### src/rtl/async_fifo_wr_arbiter.sv
// -----------------------------------------------------------------------------
// async_fifo_wr_arbiter
//
// Shares the single write port of an async FIFO among NREQ packet sources.
// Ownership of the port changes only at packet boundaries, using round-robin
// order, so every packet lands contiguously in the FIFO. All logic runs in the
// FIFO write clock domain.
//
// Ports:
//   wclk          write-domain clock (same clock as the FIFO wclk)
//   wrst          asynchronous active-high reset
//   req_valid     per-requester beat valid
//   req_ready     per-requester beat accepted (only the owner can see ready)
//   req_data      packed beat data, requester k at [k*DSIZE +: DSIZE]
//   req_last      per-requester final-beat marker
//   winc          FIFO write enable
//   wdata         FIFO write data
//   wfull         FIFO full flag
//   awfull        FIFO almost-full flag (one free slot or fewer)
//   grant         one-hot registered owner, zero while idle
//   busy          high while a packet transfer is in progress
//   pkt_done_cnt  completed-packet counter, wraps modulo 2^CNTW
// -----------------------------------------------------------------------------
module async_fifo_wr_arbiter #(
    parameter int DSIZE = 32,
    parameter int NREQ  = 4,
    parameter int CNTW  = 16
) (
    input  logic                  wclk,
    input  logic                  wrst,
    input  logic [NREQ-1:0]       req_valid,
    output logic [NREQ-1:0]       req_ready,
    input  logic [NREQ*DSIZE-1:0] req_data,
    input  logic [NREQ-1:0]       req_last,
    output logic                  winc,
    output logic [DSIZE-1:0]      wdata,
    input  logic                  wfull,
    input  logic                  awfull,
    output logic [NREQ-1:0]       grant,
    output logic                  busy,
    output logic [CNTW-1:0]       pkt_done_cnt
);

    localparam int              PTRW     = $clog2(NREQ);
    localparam logic [PTRW-1:0] LAST_IDX = PTRW'(NREQ - 1);
    localparam logic [NREQ-1:0] ONE_HOT0 = NREQ'(1);

    typedef enum logic {
        ST_IDLE = 1'b0,
        ST_XFER = 1'b1
    } state_t;

    // Registered state
    state_t          r_state;
    logic [NREQ-1:0] r_grant;
    logic [PTRW-1:0] r_owner;    // binary form of r_grant, used for the pointer update
    logic [PTRW-1:0] r_ptr;      // highest-priority requester for the next arbitration
    logic            r_busy;
    logic [CNTW-1:0] r_pkt_cnt;

    // Combinational helpers
    logic            w_win_found;
    logic [PTRW-1:0] w_win_idx;
    logic            w_start;
    logic            w_owner_valid;
    logic            w_owner_last;
    logic            w_write;
    logic            w_last_beat;
    logic [DSIZE-1:0] w_wdata;

    // Index increment modulo NREQ (NREQ need not be a power of two).
    function automatic logic [PTRW-1:0] wrap_inc(input logic [PTRW-1:0] idx);
        return (idx == LAST_IDX) ? '0 : idx + 1'b1;
    endfunction

    // -------------------------------------------------------------------------
    // Round-robin search: first valid requester at or after r_ptr, wrapping.
    // -------------------------------------------------------------------------
    always_comb begin : rr_search
        logic [PTRW-1:0] cand;
        // NOTE: every signal assigned in a combinational block gets a default
        // before any conditional assignment, otherwise a latch is inferred.
        w_win_found = 1'b0;
        w_win_idx   = r_ptr;
        cand        = r_ptr;
        for (int i = 0; i < NREQ; i++) begin
            if (!w_win_found && req_valid[cand]) begin
                w_win_found = 1'b1;
                w_win_idx   = cand;
            end
            cand = wrap_inc(cand);
        end
    end

    // A new packet may start only from IDLE and only with room to spare.
    assign w_start = (r_state == ST_IDLE) && w_win_found && !awfull;

    // -------------------------------------------------------------------------
    // Owner mux. r_grant is zero outside XFER, so every term below is
    // naturally inactive while idle or in reset. Written as AND-OR so the
    // data path needs no binary decode of the owner.
    // -------------------------------------------------------------------------
    always_comb begin : owner_mux
        w_wdata = '0;
        for (int k = 0; k < NREQ; k++) begin
            if (r_grant[k]) begin
                w_wdata = w_wdata | req_data[k*DSIZE +: DSIZE];
            end
        end
    end

    assign w_owner_valid = |(req_valid & r_grant);
    assign w_owner_last  = |(req_last  & r_grant);

    // wfull gates both sides of the handshake: no write into a full FIFO,
    // and the owner is told to hold its beat.
    assign w_write     = w_owner_valid && !wfull;
    assign w_last_beat = w_write && w_owner_last;

    assign req_ready    = wfull ? '0 : r_grant;
    assign winc         = w_write;
    assign wdata        = w_wdata;
    assign grant        = r_grant;
    assign busy         = r_busy;
    assign pkt_done_cnt = r_pkt_cnt;

    // -------------------------------------------------------------------------
    // FSM. awfull is only consulted when starting a packet; once a packet is
    // under way it is finished regardless, with wfull alone pacing it.
    // -------------------------------------------------------------------------
    always_ff @(posedge wclk or posedge wrst) begin
        if (wrst) begin
            r_state   <= ST_IDLE;
            r_grant   <= '0;
            r_owner   <= '0;
            r_ptr     <= '0;
            r_busy    <= 1'b0;
            r_pkt_cnt <= '0;
        end else begin
            // NOTE: sequential state uses non-blocking assignments so every
            // register samples its inputs from before the clock edge.
            case (r_state)
                ST_IDLE: begin
                    if (w_start) begin
                        r_state <= ST_XFER;
                        r_grant <= ONE_HOT0 << w_win_idx;
                        r_owner <= w_win_idx;
                        r_busy  <= 1'b1;
                    end
                end
                ST_XFER: begin
                    // A missing beat from the owner simply holds the grant.
                    if (w_last_beat) begin
                        r_state   <= ST_IDLE;
                        r_grant   <= '0;
                        r_busy    <= 1'b0;
                        r_ptr     <= wrap_inc(r_owner);
                        r_pkt_cnt <= r_pkt_cnt + 1'b1;
                    end
                end
                default: begin
                    r_state <= ST_IDLE;
                    r_grant <= '0;
                    r_busy  <= 1'b0;
                end
            endcase
        end
    end

`ifndef SYNTHESIS
    // Overflow safety: the FIFO is never written while it reports full.
    a_no_write_when_full: assert property (
        @(posedge wclk) disable iff (wrst) !(winc && wfull));

    // At most one owner at any time.
    a_grant_onehot0: assert property (
        @(posedge wclk) disable iff (wrst) $onehot0(r_grant));

    // busy and grant describe the same condition.
    a_busy_matches_grant: assert property (
        @(posedge wclk) disable iff (wrst) r_busy == (r_grant != '0));
`endif

endmodule

### config.mk
export PLATFORM = sky130hd
export DESIGN_NAME = async_fifo_wr_arbiter
export DESIGN_NICKNAME = d
export VERILOG_FILES = /design/src/rtl/async_fifo_wr_arbiter.sv
export SDC_FILE = /design/constraint.sdc
export NUM_CORES = 1
export LEC_CHECK = 0
export CORE_UTILIZATION = 34
export CTS_CLUSTER_SIZE = 12
export DETAILED_ROUTE_END_ITERATION = 10
export PLACE_DENSITY = 0.95
export SLEW_MARGIN = 20
export SYNTH_ARGS = -nofsm -noshare
export SYNTH_HDL_FRONTEND = slang
export SYNTH_SLANG_ARGS = --single-unit
### constraint.sdc
create_clock -name wclk -period 6.5 [get_ports wclk]
set_clock_uncertainty 0.15 [all_clocks]
set_input_delay 1.3 -clock wclk [delete_from_list [all_inputs] [get_ports wclk]]
set_output_delay 1.3 -clock wclk [all_outputs]
set_load 0.1 [all_outputs]
==> results of run 1 <==
cell families (layout without fill, tap and decap cells):
| logic type | count (synthesis) | count (layout) | share of synthesized area (%) |
|---|---|---|---|
| muxes | 5 | 5 | 2.39 |
| buffers and inverters | 30 | 213 | 6.44 |
| and+or+nand+nor | 94 | 94 | 20.6 |
| AOI/OAI and AO/OA | 96 | 96 | 33.2 |
| xor gates and xnor gates | 15 | 15 | 5.99 |
| DFF | 26 | 26 | 29.6 |
| adders and majority gates | 3 | 3 | 1.71 |
stage by stage:
| step | hold WS [ns] | cells |
|---|---|---|
| after global placement | 0.307 | 523 |
| after CTS | 0.330 | 527 |
| after floorplan | 0.303 | 269 |
| after global routing | 0.344 | 527 |
| after detailed placement | 0.318 | 523 |
| final | 0.325 | 527 |
final cells by class:
| cell class | instances | area [sq um] |
|---|---|---|
| multi-input combinational | 213 | 1400 |
| timing repair buffer | 201 | 2000 |
| clock buffer | 4 | 55.1 |
| fill | 463 | 1830 |
| tap | 75 | 93.8 |
| sequential | 26 | 651 |
| inverter | 8 | 30.0 |
synth_stat cells (all sizes together) (5+ instances only):
cell type   n
a22oi      68
nand2      51
dfrtp      26
clkbuf     12
buf        10
inv         8
xnor2       8
nand4       7
nor2        7
xor2        7
nor3        6
a21oi       5
o21ai       5
worst max-delay path, delay by kind of cell:
family                 cells  cell delay [ns]
AOI/OAI and AO/OA          2             0.39
buffers and inverters      2             1.79
flip-flops by register name, indices dropped and copies added, names as in the netlist:
| signal | count |
|---|---|
| pkt_done_cnt | 16 |
| grant | 4 |
| r_owner | 2 |
| r_ptr | 2 |
| busy | 1 |
| r_state | 1 |
routing by layer:
layer / share of wire (%) / track usage (%)
met2: 51 / 48.1
met5: 0 / 0
met4: 1.9 / 7.37
met1: 40 / 31.9
met3: 6.9 / 6.04
path summary, 6_finish.rpt:
kind                             startpoint          endpoint  slack (ns)  cells after the start
setup / recovery               req_valid[0]              winc        1.57                      4
hold / removal             pkt_done_cnt[15]  pkt_done_cnt[15]        0.32                      1
setup reg to reg                   grant[0]  pkt_done_cnt[15]        3.43                      5
hold reg to reg            pkt_done_cnt[15]  pkt_done_cnt[15]        0.32                      1
max in group asynchronous              wrst          r_ptr[1]        4.51                      2
min in group asynchronous              wrst  pkt_done_cnt[10]        1.27                      2
==> results.py, run 1 <==
metrics = {
    "global_route": {
        "grt_pass1_vias": 2805,
        "grt_util_all_layers_pct": 26.8,
        "overflow": 0,
        "antenna_found_initial": 0,
        "grt_max_degree": 38,
        "grt_pass1_wl_mm": 13.7,
    },
    "drt": {
        "routedWlPerCell_um": 18.4,
        "drt-initial-drc-count": 122,
        "ant_nets": 0,
        "firstDrtPassIters": 4,
        "vias_per_cell": 5.58,
        "num_vias": 2943,
        "drcViolationCount": 0,
        "drt-total-wl_mm": 9.72,
    },
    "sta": {
        "maxSlewViolCount": 0,
        "tightestPinTransition_ns": 1.03,
        "slew-limit-headroom_pct": 31.2,
        "period_share_pct": 75.8,
        "setup_ws_ns": 1.57,
        "setup_violations": 0,
        "setup-tns-final_ns": 0,
        "fin_crit_ns": 4.93,
        "rsz0062_at_grt": "false",
        "clock.fmax_ghz": 0.203,
        "finalHoldViolations": 0,
    },
    "clock_network": {
        "cts_buffers": 3,
        "clkTransAtPathRegs_ns": 0.08,
        "ctsResizeCount": 0,
        "cts_tree": "done",
        "clkSinkCount": 26,
        "ctsRootBufferMaster": "clkbuf_8",
        "cts_hold_buf": 0,
        "ctsLongestPathBuffers": 2,
        "htreeDepth": 1,
        "post_cts_buffers": 0,
        "clk_latency_ns": 0.28,
    },
    "yosys": {
        "avgSynthCellArea_sq_um": 8.16,
        "yosysSeqAreaShare_pct": 29.6,
        "syn_area_sq_um": 2190,
        "synthArstFlopShare_pct": 100,
        "synth_seq_cells": 26,
        "synth_top_area_share_pct": 29.6,
        "yosys_warnings": 0,
        "syn-instance-count": 269,
        "synthesis.nets": 412,
        "yosys.area.top_type": "dfrtp_1",
        "ys.flop_type": "dfrtp_1",
        "netlist_top_cells_area": "dfrtp_1, a22oi_1, nand2_1, xnor2_1, xor2_1",
        "synthDistinctLibCells": 47,
        "synth-edff-count": 0,
    },
    "floorplanning": {
        "die_area_sq_um": 6780,
        "core_area_sq_um": 6060,
        "die_y_um": 82.3,
        "die_w_um": 82.3,
        "initial_utilization_pct": 36.2,
        "io_pins": 198,
        "num_rows": 28,
    },
    "setup_path": {
        "crit_path_end_kind": "output pin",
        "path_cells": "clkdlybuf4s50_1 > a22oi_1 > a21oi_1 > clkdlybuf4s50_1",
        "crit_slowest_cell": "clkdlybuf4s50_1",
        "worst_setup_path_start_kind": "input port",
        "timing.critical_path.mode_cell": "clkdlybuf4s50_1",
        "cp.required_ns": 5.05,
        "path_max_fanout": 9,
        "slowest_delay_ns": 1.15,
        "cp.arrival_ns": 3.48,
        "crit_type": "in2out",
    },
    "place": {
        "port_buffers": 197,
        "place_congestion": 0.877,
        "placed_cell_area_sq_um": 4180,
        "dpl.hpwl_mm": 7.54,
        "pre_cts_ws_ns": 1.59,
    },
    "layout": {
        "final_cell_mix": "clkdlybuf4s50_1, a22oi_1, nand2_1, dfrtp_1, xnor2_1",
        "utilization_pct": 69.9,
        "diodes": 0,
        "layout_commonest_cell": "clkdlybuf4s50_1",
        "layout-drive-gt1-share_pct": 3.54,
        "layout.nets": 596,
        "design_area_sq_um": 4230,
        "syn2layout_area_growth_pct": 92.9,
    },
    "outcome": {
        "status": "completed",
    },
    "job": {
        "maxCapViolations": 0,
    },
    "worst_hold_path": {
        "hold_path_class": "reg2reg",
    },
}
Power of run 1 is left out: the tool's default activity adds up to more than one toggle a clock period on the data nets, which glitch-free logic cannot reach.
==> run 2: changes to the inputs <==
Settings changed: CORE_UTILIZATION 34 to 32.
Clock period 6.5 ns to 4.8 ns, I/O delays scaled along.
==> results.py, run 2 (synthesis gave the netlist of run 1 again) <==
metrics = {
    "outcome": {
        "status": "complete, but fails checks",
        "violations": "DRC",
    },
    "sta": {
        "setup_violations": 0,
        "slew-limit-headroom_pct": 32.9,
        "rsz0062_at_grt": "false",
        "period_share_pct": 71.6,
        "setup_ws_ns": 1.36,
        "clock.fmax_ghz": 0.291,
        "maxSlewViolCount": 0,
        "fin_crit_ns": 3.44,
        "setup-tns-final_ns": 0,
        "tightestPinTransition_ns": 1.00,
        "finalHoldViolations": 0,
    },
    "floorplanning": {
        "initial_utilization_pct": 33.8,
        "die_area_sq_um": 7190,
        "num_rows": 29,
        "die_y_um": 84.8,
        "core_area_sq_um": 6490,
        "die_w_um": 84.8,
        "io_pins": 198,
    },
    "drt": {
        "drt-total-wl_mm": 9.77,
        "wl_met1_mm": 3.81,
        "routed-wl-met2_mm": 4.97,
        "ant_nets": 0,
        "drt-initial-drc-count": 214,
        "wl_met3_um": 813,
        "firstDrtPassIters": 11,
        "top_layer": "met4",
        "vias_per_cell": 5.64,
        "num_vias": 2984,
        "drcViolationCount": 9,
        "routedWlPerCell_um": 18.5,
    },
    "setup_path": {
        "path_max_fanout": 9,
        "worstRegToRegCells": 6,
        "r2r-end": "grant[2]",
        "crit_type": "in2out",
        "worst_setup_path_start_kind": "input port",
        "crit_end": "winc",
        "cp.arrival_ns": 2.33,
        "cp.required_ns": 3.69,
        "startpoint": "req_valid[0]",
        "crit_path_end_kind": "output pin",
        "rr_startpoint": "r_ptr[0]",
        "reg2reg_slack_ns": 1.98,
    },
    "clock_network": {
        "ctsLongestPathBuffers": 2,
        "cts_tree": "done",
        "post_cts_buffers": 0,
        "ctsRootBufferMaster": "clkbuf_8",
        "ctsResizeCount": 0,
        "cts_hold_buf": 0,
        "clkSinkCount": 26,
        "clk_latency_ns": 0.28,
        "htreeDepth": 1,
        "cts_buffers": 3,
        "clkTransAtPathRegs_ns": 0.10,
    },
    "place": {
        "pre_cts_ws_ns": 1.36,
        "port_buffers": 197,
        "dpl.hpwl_mm": 7.60,
        "place_congestion": 0.862,
    },
    "global_route": {
        "overflow": 0,
        "antenna_found_initial": 0,
        "grt_util_all_layers_pct": 26.2,
        "grt_pass1_vias": 2942,
        "grt_pass1_wl_mm": 14.9,
        "grt_max_degree": 37,
    },
    "layout": {
        "syn2layout_area_growth_pct": 89.6,
        "layout-drive-gt1-share_pct": 11.7,
        "fillers": 542,
        "largest_reg_flops": 16,
        "final_cell_mix": "clkdlybuf4s50_1, a22oi_1, nand2_1, buf_4, dfrtp_1",
        "layout.nets": 596,
        "diodes": 0,
        "layout_commonest_cell": "clkdlybuf4s50_1",
    },
    "worst_hold_path": {
        "hold_path_class": "reg2reg",
    },
    "job": {
        "maxCapViolations": 0,
    },
}
run 2: cell types whose count changed in the layout (fill, tap and decap cells not counted):
cell             change
clkbuf_8             -1
buf_4               +37
clkinv_1             -1
bufinv_16            +1
inv_1                +1
clkdlybuf4s50_1     -37
run 2: per-layer routing:
layer	up-vias	global-route usage, %
li1	1380	-
met1	1422	33.0
met2	163	46.3
met3	19	4.77
met4	0	6.93
met5	-	0
run 2: how the worst min path moves through the flow:
| stage | from | to | slack [ns] | depth (start not counted) |
|---|---|---|---|---|
| final | pkt_done_cnt[15] | pkt_done_cnt[15] | 0.34 | 1 |
| after global routing | pkt_done_cnt[15] | pkt_done_cnt[15] | 0.36 | 1 |
| after CTS | pkt_done_cnt[15] | pkt_done_cnt[15] | 0.34 | 1 |
| after detailed placement | pkt_done_cnt[15] | pkt_done_cnt[15] | 0.32 | 1 |
| after global placement | pkt_done_cnt[15] | pkt_done_cnt[15] | 0.32 | 1 |
| after floorplan | r_owner[1] | r_owner[1] | 0.30 | 2 |
run 2: critical path, stage by stage:
cell	delay, ns
clkdlybuf4s50_1	0.67
a22oi_1	0.19
a21oi_1	0.19
buf_4	0.31
run 2: metrics by stage:
step	utilization [%]	instance area [sq um]	hold WS, ns	std cells
2_1_floorplan	-	2190	0.303	269
3_3_place_gp	63.0	4090	0.318	525
3_5_place_dp	63.0	4090	0.319	525
4_1_cts	64.1	4160	0.338	529
5_1_grt	64.1	4160	0.358	529
6_report	64.1	4160	0.338	529
run 2: layout make-up:
| type | count | area [sq um] | share of cell area [%] |
|---|---|---|---|
| Sequential cell | 26 | 651 | 15.6 |
| Clock inverter | 1 | 30.0 | 0.722 |
| Inverter | 8 | 30.0 | 0.722 |
| Multi-Input combinational cell | 213 | 1400 | 33.7 |
| Clock buffer | 3 | 41.3 | 0.992 |
| Timing Repair Buffer | 201 | 1910 | 45.9 |
| Tap cell | 77 | 96.3 | 2.32 |
Power of run 2 is left out for the same reason.
==> run 3: changes to the inputs <==
Settings changed: CORE_UTILIZATION 32 to 29, PLACE_DENSITY 0.95 to 0.91.
Clock period 4.8 ns to 2.85 ns, I/O delays scaled along.
==> results.py, run 3 (synthesis gave the netlist of run 1 again) <==
metrics = {
    "outcome": {
        "status": "completed",
    },
    "clock_network": {
        "post_cts_buffers": 0,
        "clkTransAtPathRegs_ns": 0.09,
        "cts_buffers": 3,
        "htreeDepth": 1,
        "ctsResizeCount": 0,
        "ctsLongestPathBuffers": 2,
        "clkSinkCount": 26,
        "cts_hold_buf": 0,
        "clk_latency_ns": 0.26,
        "cts_tree": "done",
        "ctsRootBufferMaster": "clkbuf_8",
    },
    "sta": {
        "hold-worst-slack_ns": 0.356,
        "slew-limit-headroom_pct": 67.4,
        "finalHoldViolations": 0,
        "tightestPinTransition_ns": 0.475,
        "fin_crit_ns": 2.76,
        "maxSlewViolCount": 0,
        "clock.fmax_ghz": 0.363,
        "setup_ws_ns": 0.0943,
        "period_share_pct": 96.7,
        "rsz0062_at_grt": "false",
        "setup_violations": 0,
    },
    "job": {
        "maxCapViolations": 0,
    },
    "setup_path": {
        "path_max_fanout": 9,
        "worst_setup_path_start_kind": "input port",
        "cp.required_ns": 2.83,
        "crit_path_end_kind": "flip-flop",
        "cp.arrival_ns": 2.74,
        "crit_type": "in2reg",
    },
    "layout": {
        "layout.nets": 604,
        "layout_commonest_cell": "clkdlybuf4s50_1",
        "final_cell_mix": "clkdlybuf4s50_1, a22oi_1, buf_12, nand2_2, buf_4",
        "regArea_sq_um": 651,
        "fillers": 564,
        "syn2layout_area_growth_pct": 119,
        "layout-drive-gt1-share_pct": 25.5,
        "diodes": 0,
        "multiInputGateArea_sq_um": 1540,
        "utilization_pct": 66.0,
        "largest_reg_flops": 16,
    },
    "drt": {
        "ant_nets": 0,
        "firstDrtPassIters": 4,
        "routedWlPerCell_um": 18.2,
        "drt-initial-drc-count": 122,
        "num_vias": 2950,
        "vias_per_cell": 5.29,
        "drt-total-wl_mm": 10.2,
        "drcViolationCount": 0,
    },
    "place": {
        "port_buffers": 197,
        "pre_cts_ws_ns": -0.136,
        "dpl.hpwl_mm": 8.09,
        "place_congestion": 0.983,
    },
    "global_route": {
        "grt_pass1_wl_mm": 13.8,
        "grt_pass1_vias": 2750,
        "antenna_found_initial": 0,
        "grt_util_all_layers_pct": 22.6,
        "overflow": 0,
        "grt_max_degree": 36,
    },
    "floorplanning": {
        "die_y_um": 89.0,
        "initial_utilization_pct": 30.1,
        "num_rows": 31,
        "io_pins": 198,
        "die_w_um": 89.0,
        "core_area_sq_um": 7290,
        "die_area_sq_um": 7920,
    },
    "worst_hold_path": {
        "hold_path_class": "reg2reg",
    },
}
-- run 3: cell count changes in the layout (fill, tap and decap cells not counted), sizes merged --
cell / change
buf: +29
bufinv: -1
clkdlybuf4s50: -21
-- run 3: metal layers --
metal / vias up / wire length, um / global-route usage [%]
met5: - / 0 / 0
met4: 0 / 125 / 4.91
met3: 12 / 907 / 5.36
met2: 119 / 5130 / 39.1
met1: 1417 / 4010 / 28.6
li1: 1402 / - / -
-- run 3: area by class of cell --
class	instances	share of cell area [%]
Tap cell	99	2.57
Timing Repair Buffer	209	50.5
Multi-Input combinational cell	213	32.0
Inverter	8	0.624
Clock buffer	3	0.857
Sequential cell	26	13.5
-- run 3: worst max-delay path, cell delays in order --
cell,delay [ns]
clkdlybuf4s50_1,0.66
mux2i_1,0.14
mux2i_1,0.42
mux2_2,0.40
o31ai_1,0.41
o21ai_0,0.13
-- run 3: worst paths after layout --
kind                                       start          endpoint  slack [ns]  cells after the start
worst max-delay path                req_valid[3]        r_owner[1]        0.09                      6
worst min-delay path            pkt_done_cnt[11]  pkt_done_cnt[11]        0.36                      1
worst max register to register          r_ptr[1]          grant[2]        0.21                      7
worst min register to register  pkt_done_cnt[11]  pkt_done_cnt[11]        0.36                      1
max in group asynchronous                   wrst           r_state        1.79                      3
min in group asynchronous                   wrst  pkt_done_cnt[11]        0.51                      3
-- run 3: per-stage QoR --
stage	cells	TNS [ns]	instance area, sq um
2_1_floorplan	269	0	2310
3_3_place_gp	555	0	4750
3_5_place_dp	555	-0.862	4750
4_1_cts	558	0	4790
5_1_grt	558	0	4820
6_report	558	0	4820
Power of run 3 is left out for the same reason.
